$ cat config.mk
export PLATFORM = sky130hd
export DESIGN_NAME = serial_bus_loader_flat
export DESIGN_NICKNAME = d
export VERILOG_FILES = /design/src/rtl/serial_bus_loader_if.sv /design/src/rtl/serial_bus_loader.sv /design/src/flat_wrapper.sv
export SDC_FILE = /design/constraint.sdc
export NUM_CORES = 1
export LEC_CHECK = 0
export CORE_ASPECT_RATIO = 0.6
export CORE_MARGIN = 1.5
export CORE_UTILIZATION = 45
export CTS_BUF_LIST = sky130_fd_sc_hd__clkbuf_16
export CTS_CLUSTER_DIAMETER = 100
export CTS_CLUSTER_SIZE = 16
export DETAILED_ROUTE_END_ITERATION = 8
export SYNTH_ARGS = -nofsm -noshare
export SYNTH_HDL_FRONTEND = slang
export SYNTH_SLANG_ARGS = --single-unit
$ cat constraint.sdc
create_clock -name clk -period 4 [get_ports clk]
set_clock_uncertainty 0.15 [all_clocks]
set_input_delay 0.4 -clock clk [delete_from_list [all_inputs] [get_ports clk]]
set_output_delay 0.4 -clock clk [all_outputs]
set_load 0.01 [all_outputs]
$ cat src/rtl/serial_bus_loader_if.sv
// Bus and serial signals shared between the serial loader (master) and the
// memory / host side (slave).
interface serial_bus_loader_if;
    logic        rx;
    logic        tx;
    logic        hold;
    logic [15:0] addr;
    logic [7:0]  odata;
    logic [7:0]  idata;
    logic        rd;
    logic        wr_n;
    logic        busy;

    modport master (
        input  rx, idata,
        output tx, hold, addr, odata, rd, wr_n, busy
    );

    modport slave (
        output rx, idata,
        input  tx, hold, addr, odata, rd, wr_n, busy
    );
endinterface

$ cat src/rtl/serial_bus_loader.sv
// Serial (8N1) bus initiator: takes the memory bus from the CPU so a host can
// load and dump memory with W/R/H/G byte commands.
module serial_bus_loader #(
    parameter int unsigned CLKS_PER_BIT = 217,
    parameter int unsigned TIMEOUT_CLKS = 2500000
) (
    input logic                 clk,
    input logic                 reset,
    serial_bus_loader_if.master bus_io
);

    localparam logic [15:0] BitLast     = 16'(CLKS_PER_BIT - 1);
    localparam logic [15:0] HalfLast    = 16'(CLKS_PER_BIT / 2 - 1);
    localparam logic [31:0] TimeoutLast = 32'(TIMEOUT_CLKS - 1);

    localparam logic [7:0] CmdW    = 8'h57;
    localparam logic [7:0] CmdR    = 8'h52;
    localparam logic [7:0] CmdH    = 8'h48;
    localparam logic [7:0] CmdG    = 8'h47;
    localparam logic [7:0] AckByte = 8'h2E;
    localparam logic [7:0] NakByte = 8'h3F;

    // ---------------- UART RX ----------------
    typedef enum logic [1:0] {RxIdle, RxStart, RxData, RxStop} rx_state_e;

    rx_state_e   rx_state_q, rx_state_d;
    logic        rx_s1_q, rx_s2_q, rx_s3_q;
    logic [15:0] rx_cnt_q, rx_cnt_d;
    logic [2:0]  rx_bit_q, rx_bit_d;
    logic [7:0]  rx_sh_q, rx_sh_d;
    logic        rx_valid_q, rx_valid_d;

    always_ff @(posedge clk or negedge reset) begin
        if (!reset) begin
            rx_s1_q    <= 1'b1;
            rx_s2_q    <= 1'b1;
            rx_s3_q    <= 1'b1;
            rx_state_q <= RxIdle;
            rx_cnt_q   <= '0;
            rx_bit_q   <= '0;
            rx_sh_q    <= '0;
            rx_valid_q <= 1'b0;
        end else begin
            rx_s1_q    <= bus_io.rx;
            rx_s2_q    <= rx_s1_q;
            rx_s3_q    <= rx_s2_q;
            rx_state_q <= rx_state_d;
            rx_cnt_q   <= rx_cnt_d;
            rx_bit_q   <= rx_bit_d;
            rx_sh_q    <= rx_sh_d;
            rx_valid_q <= rx_valid_d;
        end
    end

    always_comb begin
        rx_state_d = rx_state_q;
        rx_cnt_d   = rx_cnt_q;
        rx_bit_d   = rx_bit_q;
        rx_sh_d    = rx_sh_q;
        rx_valid_d = 1'b0;
        unique case (rx_state_q)
            RxIdle: begin
                if (rx_s3_q && !rx_s2_q) begin
                    rx_state_d = RxStart;
                    rx_cnt_d   = '0;
                end
            end
            RxStart: begin
                // Re-check the start bit mid-bit; a high line here was a glitch.
                if (rx_cnt_q == HalfLast) begin
                    rx_cnt_d   = '0;
                    rx_bit_d   = '0;
                    rx_state_d = rx_s2_q ? RxIdle : RxData;
                end else begin
                    rx_cnt_d = rx_cnt_q + 16'd1;
                end
            end
            RxData: begin
                if (rx_cnt_q == BitLast) begin
                    rx_cnt_d = '0;
                    rx_sh_d  = {rx_s2_q, rx_sh_q[7:1]};
                    rx_bit_d = rx_bit_q + 3'd1;
                    if (rx_bit_q == 3'd7) rx_state_d = RxStop;
                end else begin
                    rx_cnt_d = rx_cnt_q + 16'd1;
                end
            end
            RxStop: begin
                if (rx_cnt_q == BitLast) begin
                    rx_valid_d = rx_s2_q;
                    rx_state_d = RxIdle;
                end else begin
                    rx_cnt_d = rx_cnt_q + 16'd1;
                end
            end
            default: rx_state_d = RxIdle;
        endcase
    end

    // ---------------- UART TX ----------------
    typedef enum logic [1:0] {TxIdle, TxStart, TxData, TxStop} tx_state_e;

    tx_state_e   tx_state_q, tx_state_d;
    logic [15:0] tx_cnt_q, tx_cnt_d;
    logic [2:0]  tx_bit_q, tx_bit_d;
    logic [7:0]  tx_sh_q, tx_sh_d;
    logic        tx_pend_q, tx_pend_d;
    logic [7:0]  tx_byte_q, tx_byte_d;
    logic        tx_load, tx_done;

    assign tx_load = (tx_state_q == TxIdle) && tx_pend_q;
    assign tx_done = (tx_state_q == TxStop) && (tx_cnt_q == BitLast);

    always_ff @(posedge clk or negedge reset) begin
        if (!reset) begin
            tx_state_q <= TxIdle;
            tx_cnt_q   <= '0;
            tx_bit_q   <= '0;
            tx_sh_q    <= '0;
        end else begin
            tx_state_q <= tx_state_d;
            tx_cnt_q   <= tx_cnt_d;
            tx_bit_q   <= tx_bit_d;
            tx_sh_q    <= tx_sh_d;
        end
    end

    always_comb begin
        tx_state_d = tx_state_q;
        tx_cnt_d   = tx_cnt_q;
        tx_bit_d   = tx_bit_q;
        tx_sh_d    = tx_sh_q;
        unique case (tx_state_q)
            TxIdle: begin
                if (tx_pend_q) begin
                    tx_sh_d    = tx_byte_q;
                    tx_cnt_d   = '0;
                    tx_state_d = TxStart;
                end
            end
            TxStart: begin
                if (tx_cnt_q == BitLast) begin
                    tx_cnt_d   = '0;
                    tx_bit_d   = '0;
                    tx_state_d = TxData;
                end else begin
                    tx_cnt_d = tx_cnt_q + 16'd1;
                end
            end
            TxData: begin
                if (tx_cnt_q == BitLast) begin
                    tx_cnt_d = '0;
                    tx_sh_d  = {1'b0, tx_sh_q[7:1]};
                    tx_bit_d = tx_bit_q + 3'd1;
                    if (tx_bit_q == 3'd7) tx_state_d = TxStop;
                end else begin
                    tx_cnt_d = tx_cnt_q + 16'd1;
                end
            end
            TxStop: begin
                if (tx_cnt_q == BitLast) tx_state_d = TxIdle;
                else                     tx_cnt_d   = tx_cnt_q + 16'd1;
            end
            default: tx_state_d = TxIdle;
        endcase
    end

    assign bus_io.tx = (tx_state_q == TxStart) ? 1'b0 :
                       (tx_state_q == TxData)  ? tx_sh_q[0] : 1'b1;

    // ---------------- Command FSM ----------------
    typedef enum logic [3:0] {
        StIdle, StAddrH, StAddrL, StLen, StWdata,
        StWstrobe, StRstrobe, StRcapt, StRsend, StReply
    } cmd_state_e;

    cmd_state_e  state_q, state_d;
    logic        hold_q, hold_d;
    logic        is_wr_q, is_wr_d;
    logic [15:0] addr_q, addr_d;
    logic [7:0]  odata_q, odata_d;
    logic [8:0]  count_q, count_d;
    logic [31:0] timer_q, timer_d;
    logic        waiting, reply_req;
    logic [7:0]  reply_byte;

    always_ff @(posedge clk or negedge reset) begin
        if (!reset) begin
            state_q   <= StIdle;
            hold_q    <= 1'b0;
            is_wr_q   <= 1'b0;
            addr_q    <= '0;
            odata_q   <= '0;
            count_q   <= '0;
            timer_q   <= '0;
            tx_pend_q <= 1'b0;
            tx_byte_q <= '0;
        end else begin
            state_q   <= state_d;
            hold_q    <= hold_d;
            is_wr_q   <= is_wr_d;
            addr_q    <= addr_d;
            odata_q   <= odata_d;
            count_q   <= count_d;
            timer_q   <= timer_d;
            tx_pend_q <= tx_pend_d;
            tx_byte_q <= tx_byte_d;
        end
    end

    assign waiting = (state_q == StAddrH) || (state_q == StAddrL) ||
                     (state_q == StLen)   || (state_q == StWdata);

    always_comb begin
        state_d    = state_q;
        hold_d     = hold_q;
        is_wr_d    = is_wr_q;
        addr_d     = addr_q;
        odata_d    = odata_q;
        count_d    = count_q;
        tx_pend_d  = tx_load ? 1'b0 : tx_pend_q;
        tx_byte_d  = tx_byte_q;
        timer_d    = (waiting && !rx_valid_q) ? timer_q + 32'd1 : 32'd0;
        reply_req  = 1'b0;
        reply_byte = AckByte;
        unique case (state_q)
            StIdle: begin
                if (rx_valid_q) begin
                    case (rx_sh_q)
                        CmdW, CmdR: begin
                            hold_d  = 1'b1;
                            is_wr_d = (rx_sh_q == CmdW);
                            state_d = StAddrH;
                        end
                        CmdH: begin
                            hold_d    = 1'b1;
                            reply_req = 1'b1;
                        end
                        CmdG: begin
                            hold_d    = 1'b0;
                            reply_req = 1'b1;
                        end
                        default: begin
                            reply_req  = 1'b1;
                            reply_byte = NakByte;
                        end
                    endcase
                end
            end
            StAddrH: if (rx_valid_q) begin
                addr_d[15:8] = rx_sh_q;
                state_d      = StAddrL;
            end
            StAddrL: if (rx_valid_q) begin
                addr_d[7:0] = rx_sh_q;
                state_d     = StLen;
            end
            StLen: if (rx_valid_q) begin
                count_d = (rx_sh_q == 8'd0) ? 9'd256 : {1'b0, rx_sh_q};
                state_d = is_wr_q ? StWdata : StRstrobe;
            end
            StWdata: if (rx_valid_q) begin
                odata_d = rx_sh_q;
                state_d = StWstrobe;
            end
            StWstrobe: begin
                addr_d  = addr_q + 16'd1;
                count_d = count_q - 9'd1;
                if (count_q == 9'd1) reply_req = 1'b1;
                else                 state_d   = StWdata;
            end
            StRstrobe: state_d = StRcapt;
            StRcapt: begin
                tx_pend_d = 1'b1;
                tx_byte_d = bus_io.idata;
                state_d   = StRsend;
            end
            StRsend: if (tx_done) begin
                addr_d  = addr_q + 16'd1;
                count_d = count_q - 9'd1;
                state_d = (count_q == 9'd1) ? StIdle : StRstrobe;
            end
            StReply: if (tx_done) state_d = StIdle;
            default: state_d = StIdle;
        endcase

        // Inter-byte timeout abandons the command but keeps addr and hold.
        if (waiting && !rx_valid_q && (timer_q == TimeoutLast)) begin
            reply_req  = 1'b1;
            reply_byte = NakByte;
        end
        if (reply_req) begin
            state_d   = StReply;
            tx_pend_d = 1'b1;
            tx_byte_d = reply_byte;
        end
    end

    always_comb begin
        bus_io.rd   = (state_q == StRstrobe);
        bus_io.wr_n = (state_q != StWstrobe);
        bus_io.busy = (state_q != StIdle);
    end

    assign bus_io.hold  = hold_q;
    assign bus_io.addr  = addr_q;
    assign bus_io.odata = odata_q;

endmodule

$ cat src/flat_wrapper.sv
// flat-port wrapper written by rule: the top's interface ports become plain ports
module serial_bus_loader_flat 
#(
    parameter int unsigned CLKS_PER_BIT = 217,
    parameter int unsigned TIMEOUT_CLKS = 2500000
)
  (clk, reset, bus_io_rx, bus_io_idata, bus_io_tx, bus_io_hold, bus_io_addr, bus_io_odata, bus_io_rd, bus_io_wr_n, bus_io_busy);
  serial_bus_loader_if bus_io_i ();
  input logic clk;
  input logic reset;
  input wire logic [$bits(bus_io_i.rx)-1:0] bus_io_rx;
  input wire logic [$bits(bus_io_i.idata)-1:0] bus_io_idata;
  output wire logic [$bits(bus_io_i.tx)-1:0] bus_io_tx;
  output wire logic [$bits(bus_io_i.hold)-1:0] bus_io_hold;
  output wire logic [$bits(bus_io_i.addr)-1:0] bus_io_addr;
  output wire logic [$bits(bus_io_i.odata)-1:0] bus_io_odata;
  output wire logic [$bits(bus_io_i.rd)-1:0] bus_io_rd;
  output wire logic [$bits(bus_io_i.wr_n)-1:0] bus_io_wr_n;
  output wire logic [$bits(bus_io_i.busy)-1:0] bus_io_busy;
  assign bus_io_i.rx = bus_io_rx;
  assign bus_io_i.idata = bus_io_idata;
  assign bus_io_tx = bus_io_i.tx;
  assign bus_io_hold = bus_io_i.hold;
  assign bus_io_addr = bus_io_i.addr;
  assign bus_io_odata = bus_io_i.odata;
  assign bus_io_rd = bus_io_i.rd;
  assign bus_io_wr_n = bus_io_i.wr_n;
  assign bus_io_busy = bus_io_i.busy;
  serial_bus_loader #(.CLKS_PER_BIT(CLKS_PER_BIT), .TIMEOUT_CLKS(TIMEOUT_CLKS)) u_core (.clk(clk), .reset(reset), .bus_io(bus_io_i));
endmodule
==> results of run 1 <==
[area by class of cell]
type / instances / area, µm² / share of cell area
clock buffers: 17 / 425 / 0.0468
clock inverters: 15 / 243 / 0.0267
inverters: 32 / 120 / 0.0132
multi-input cells: 622 / 4010 / 0.442
flip-flops and latches: 142 / 3560 / 0.392
well taps: 234 / 293 / 0.0322
repair buffers: 44 / 432 / 0.0475
[flip-flops by register name, indices dropped and copies added, names as in the netlist, 2 cells and up, named ones only]
name,count
u_core.rx_cnt_q,16
u_core.timer_q,32
u_core.count_q,9
u_core.tx_byte_q,8
u_core.rx_bit_q,3
u_core.tx_state_q,2
u_core.state_q,4
u_core.tx_bit_q,3
u_core.tx_cnt_q,16
u_core.bus_io.addr,16
u_core.rx_sh_q,8
u_core.tx_sh_q,8
u_core.bus_io.odata,8
[kinds of logic after synthesis]
kind of cell | after synthesis | share of synthesized area
XOR/XNOR | 48 | 0.0538
AND/OR/NAND/NOR | 355 | 0.236
multiplexers | 44 | 0.0617
buffers and inverters | 64 | 0.0311
adder cells (fa/ha/maj) | 17 | 0.0272
AO/OA/AOI/OAI | 158 | 0.135
flip-flops | 142 | 0.455
[routing by layer]
layer / up-vias / share of wire / GRT usage
met5: - / 0 / 0
met4: 0 / 0.0096 / 0.0702
met3: 20 / 0.051 / 0.0491
met2: 194 / 0.41 / 0.312
met1: 3140 / 0.52 / 0.332
li1: 3057 / - / -
[worst max path at each step]
stage	from	slack, ps	depth (start not counted)	to
after floorplan	u_core.tx_cnt_q[0]	1490	7	u_core.state_q[0]
after global placement	u_core.tx_cnt_q[0]	1230	7	u_core.tx_cnt_q[10]
after detailed placement	u_core.tx_cnt_q[0]	970	7	u_core.tx_cnt_q[10]
after CTS	u_core.tx_cnt_q[0]	950	7	u_core.tx_cnt_q[10]
after global routing	u_core.rx_cnt_q[0]	850	6	u_core.rx_cnt_q[7]
final	u_core.tx_cnt_q[0]	970	7	u_core.tx_cnt_q[10]
[timing repair]
item	in CTS	in global routing
endpoints found under the hold margin	90	0
hold buffers	1	0
endpoints found under the setup margin	0	0
[through the flow]
stage	setup slack, ps	instances
6_report	974	1106
3_5_place_dp	966	1073
4_1_cts	955	1106
5_1_grt	850	1106
3_3_place_gp	1230	1073
2_1_floorplan	1490	828
[cells in the mapped netlist, drive strengths merged (7+ instances only)]
cell type  number  area, µm²
o21a            7       52.6
a21oi          31        166
ha             17        213
dfrtp         139       3480
nand2b         11       68.8
nand3          29        145
or3            11       68.8
o22ai           8       50.1
mux2           33        372
mux2i          11        110
and2            8       50.1
nand4          18        113
o21ai          41        209
nand2          78        293
and4            7       61.3
clkbuf         29        109
xnor2          34        298
inv            32        120
and3           13       81.3
xor2           14        123
nor2           93        349
nor4           25        186
nor3           29        150
a31oi          10       62.6
[worst max-delay path: cells and delay by family (launching register included)]
| family | cells | cell delay [ps] |
|---|---|---|
| AO/OA/AOI/OAI | 3 | 840 |
| buffers and inverters | 1 | 90 |
| flip-flops | 1 | 400 |
| AND/OR/NAND/NOR | 2 | 1210 |
| adder cells (fa/ha/maj) | 1 | 140 |
[power by group]
| part | total [µW] | internal (µW) | switching (µW) |
|---|---|---|---|
| Sequential | 1530 | 1470 | 52.9 |
| Combinational | 195 | 70.7 | 124 |
| Clock | 1830 | 1170 | 658 |
| Total | 3550 | 2710 | 835 |
==> impl_metrics.ini, run 1 <==
[finish]
area_delta_synth_final_pct = 16.3
final_cell_mix = dfrtp_1, nor2_1, nand2_1
final_util = 0.532
stdcell_area_um2 = 9080
final_nets = 887
n_fill_cell = 1480
num_antenna_cells = 0
final_common_cell = dfrtp_1
drive_gt1_frac = 0.0963

[critical_path]
start_kind = flop
path_max_fanout = 13
endpoint_kind = flop
worstPathCellList = inv_1 > ha_1 > or4b_4 > o41ai_1 > a22oi_1 > nor2_1 > o21ai_0
slowest_stage = nor2_1
rr_endpoint = u_core.tx_cnt_q[10]
r2r_setup_slack_ps = 970
rr_worst_depth = 7
slowest_delay_ps = 710
worstReg2RegStart = u_core.tx_cnt_q[0]
worstPathRequired_ps = 4120
path_class = reg2reg
worstPathArrival_ps = 3140

[synth]
syn_area_um2 = 7810
synth-seq-cells = 142
synth_fp_nets = 856
yosysSeqAreaShare = 0.455
syn_avg_cell_area_um2 = 9.44
synth_edf_count = 0
async_flop_share = 1.00
yosys_warnings = 0
synthCells = 828
ys.flop_type = dfrtp_1
ys_types = 70

[timing]
fin_setup_tns_ps = 0
finalCritPeriodShare = 0.757
fin_hold_ws_ps = 206
hold_viol = 0
slew_headroom = 0.335
setup_violations = 0
drv_slew = 0
rsz0062_at_grt = no
layout_min_cycle_time_ps = 3030
fmax_mhz = 330
worst_pin_slew_ps = 997

[die]
core_area_um2 = 17100
start_util = 0.457
die_h_um = 105
dieWidth_um = 173
io_pins = 40
num_rows = 37
dieArea_um2 = 18200

[routing]
first_iter_violations = 575
wire_per_inst_um = 17.3
dr.pass1.iters = 7
ant_nets = 0
via_count = 6411
wl_um = 19200
viasPerCell = 5.80
drc = 0

[global_route]
grt_pass1_wl_um = 32100
grt_antenna_before_repair = 0
overflow = 0
grt_max_degree = 93
grt_util_all_layers = 0.221
grt_pass1_vias = 6159

[power]
leakage_uw = 0.00377
pwr_density_cell_nw_per_um2 = 391
power_uw = 3550
peakVddDrop_uv = 309

[placement]
dp_hpwl_um = 13000
gp_congestion = 0.856
place_area_um2 = 8400
io_buffers = 39

[clocking]
post_cts_resized = 0
clk_pin_slew_ps = 70
root_buffer = clkbuf_16
clockBufferDepth = 2
tritoncts = built
htreeDepth = 4
numCtsBuffers = 17
clock-sinks = 142
cts_setup_buffers = 0
clkLatencyLatePin_ps = 430

[min_path]
holdCritStartpoint = u_core.rx_s1_q
hold_depth = 0
min_path_type = reg2reg
hold_end = u_core.rx_s2_q

[outcome]
outcome = finished, final reports clean

[job]
drv_cap = 0
No activity file was read; power rests on OpenSTA's default activity.
==> run 2, diff against run 1 <==
==> constraint.sdc (replaced) <==
create_clock -name clk -period 2.8 [get_ports clk]
set_clock_uncertainty 0.15 [all_clocks]
set_input_delay 0.28 -clock clk [delete_from_list [all_inputs] [get_ports clk]]
set_output_delay 0.28 -clock clk [all_outputs]
set_load 0.01 [all_outputs]
==> run 2 against run 1 <==
  * Sequential power rose by 42%
  * Utilization rose by 0.91 points
  * Sequential share of layout area fell by 0.66 points
  * Global-route usage rose by 0.36 points
  * Clock power rose by 20%
  * Clock-buffer cell count did not move
  * Cell area rose by 1.7%
  * Critical endpoint is now u_core.count_q[0]
==> impl_metrics.ini, run 2 (synthesis results as in run 1) <==
[outcome]
outcome = finished, final reports clean

[die]
io_pins = 40
dieArea_um2 = 18200
dieWidth_um = 173
core_area_um2 = 17100
die_h_um = 105
num_rows = 37
start_util = 0.457

[clocking]
htreeDepth = 4
root_buffer = clkbuf_16
clk_pin_slew_ps = 60
numCtsBuffers = 17
clockBufferDepth = 2
clkLatencyLatePin_ps = 430
tritoncts = built
cts_setup_buffers = 0
clock-sinks = 142

[timing]
fin_hold_ws_ps = 104
slew_headroom = 0.433
layout_min_cycle_time_ps = 2740
hold_viol = 0
finalCritPeriodShare = 0.980
fmax_mhz = 365
rsz0062_at_grt = yes
worst_pin_slew_ps = 845
setup_violations = 0
drv_slew = 0

[routing]
wire_per_inst_um = 16.9
ant_nets = 0
dr.pass1.iters = 5
viasPerCell = 5.75
first_iter_violations = 554
wl_um = 19200
drc = 0
via_count = 6536

[finish]
regMostFlops = u_core.timer_q
multiInputGateArea_um2 = 4030
final_cell_mix = dfrtp_1, nor2_1, nand2_1
num_antenna_cells = 0
largest_register_ffs = 32
seqCellArea_um2 = 3560
final_cell_count_no_fill = 1137
drive_gt1_frac = 0.123
n_fill_cell = 1539
area_delta_synth_final_pct = 18.2
final_common_cell = dfrtp_1
final_nets = 918

[global_route]
grt_pass1_wl_um = 32400
overflow = 0
grt_util_all_layers = 0.224
grt_max_degree = 69
grt_antenna_before_repair = 0
grt_pass1_vias = 6268

[critical_path]
worstPathRequired_ps = 3000
worstPathArrival_ps = 2940
path_max_fanout = 13
worst_path_dominant_cell_family = simple AND/OR/NAND/NOR gates
start_kind = flop
worstPathCellList = inv_1 > ha_1 > or4b_4 > or4_4 > o21a_4 > or3_1 > o21ai_1
critPathBufInv = 1
slowest_stage = or4_4
path_class = reg2reg
endpoint_kind = flop
slowest_delay_ps = 600

[power]
pwr_density_cell_nw_per_um2 = 507
leakage_uw = 0.00390
peakVddDrop_uv = 363
power_uw = 4680

[min_path]
min_path_type = in2reg

[placement]
dp_hpwl_um = 13400
placed_cells = 1104
gp_congestion = 0.867
io_buffers = 39

[job]
drv_cap = 0
[run 2: path summary, 6_finish.rpt]
kind	slack [ps]	cells after the start	endpoint	from
worst max-delay path	60	7	u_core.count_q[0]	u_core.tx_cnt_q[0]
worst min-delay path	100	1	u_core.rx_s1_q	bus_io_rx
worst max register to register	60	7	u_core.count_q[0]	u_core.tx_cnt_q[0]
worst min register to register	210	0	u_core.rx_s2_q	u_core.rx_s1_q
max in group asynchronous	1420	3	u_core.rx_s1_q	reset
min in group asynchronous	300	2	u_core.tx_cnt_q[5]	reset
[run 2: through the flow]
step | utilization | setup TNS [ps] | setup slack (ps) | cell area, µm²
2_1_floorplan | - | 0 | 293 | 7810
3_3_place_gp | 0.506 | 0 | 93.4 | 8650
3_5_place_dp | 0.506 | -4.10 | -4.10 | 8650
4_1_cts | 0.540 | 0 | 57.3 | 9230
5_1_grt | 0.541 | -56.1 | -45.4 | 9240
6_report | 0.541 | 0 | 56.8 | 9240
[run 2: repair_timing]
action / 4_1_cts / 5_1_grt
gates resized for setup: 1 / 3
hold buffers: 1 / 0
pin swaps: 0 / 0
setup endpoints to repair: 1 / 3
endpoints found under the hold margin: 63 / 0
[run 2: power breakdown]
| group | total [µW] | switching (µW) | internal [µW] |
|---|---|---|---|
| Sequential | 2180 | 75.3 | 2110 |
| Clock | 2200 | 840 | 1360 |
| Combinational | 299 | 178 | 121 |
| Total | 4680 | 1090 | 3590 |
[run 2: layer usage]
metal,GRT usage,routed length (µm),vias up
li1,-,-,3115
met1,0.338,10100,3231
met2,0.317,7920,172
met3,0.0426,887,18
met4,0.0801,264,0
met5,0,0,-
[run 2: final cells by class]
type	count	share of cell area
clock inverter	15	0.0150
sequential	142	0.385
tap	234	0.0317
inverter	32	0.0130
timing repair buffer	75	0.0733
clock buffer	17	0.0461
multi-input combinational	622	0.436
[run 2: worst reg2reg max path: stages, from the launching register on]
cell and delay, ps:
dfrtp_1 390, inv_1 90, ha_1 150, or4b_4 500, or4_4 600, o21a_4 300, or3_1 380, o21ai_1 90
==> run 3, diff against run 2 <==
--- a/config.mk
+++ b/config.mk
@@ -10,7 +10,7 @@
 export CORE_UTILIZATION = 45
 export CTS_BUF_LIST = sky130_fd_sc_hd__clkbuf_16
 export CTS_CLUSTER_DIAMETER = 100
-export CTS_CLUSTER_SIZE = 16
+export CTS_CLUSTER_SIZE = 24
 export DETAILED_ROUTE_END_ITERATION = 8
 export SYNTH_ARGS = -nofsm -noshare
 export SYNTH_HDL_FRONTEND = slang
==> results of run 3 <==
No change in the layout: final DEF, timing and power equal those of run 2.
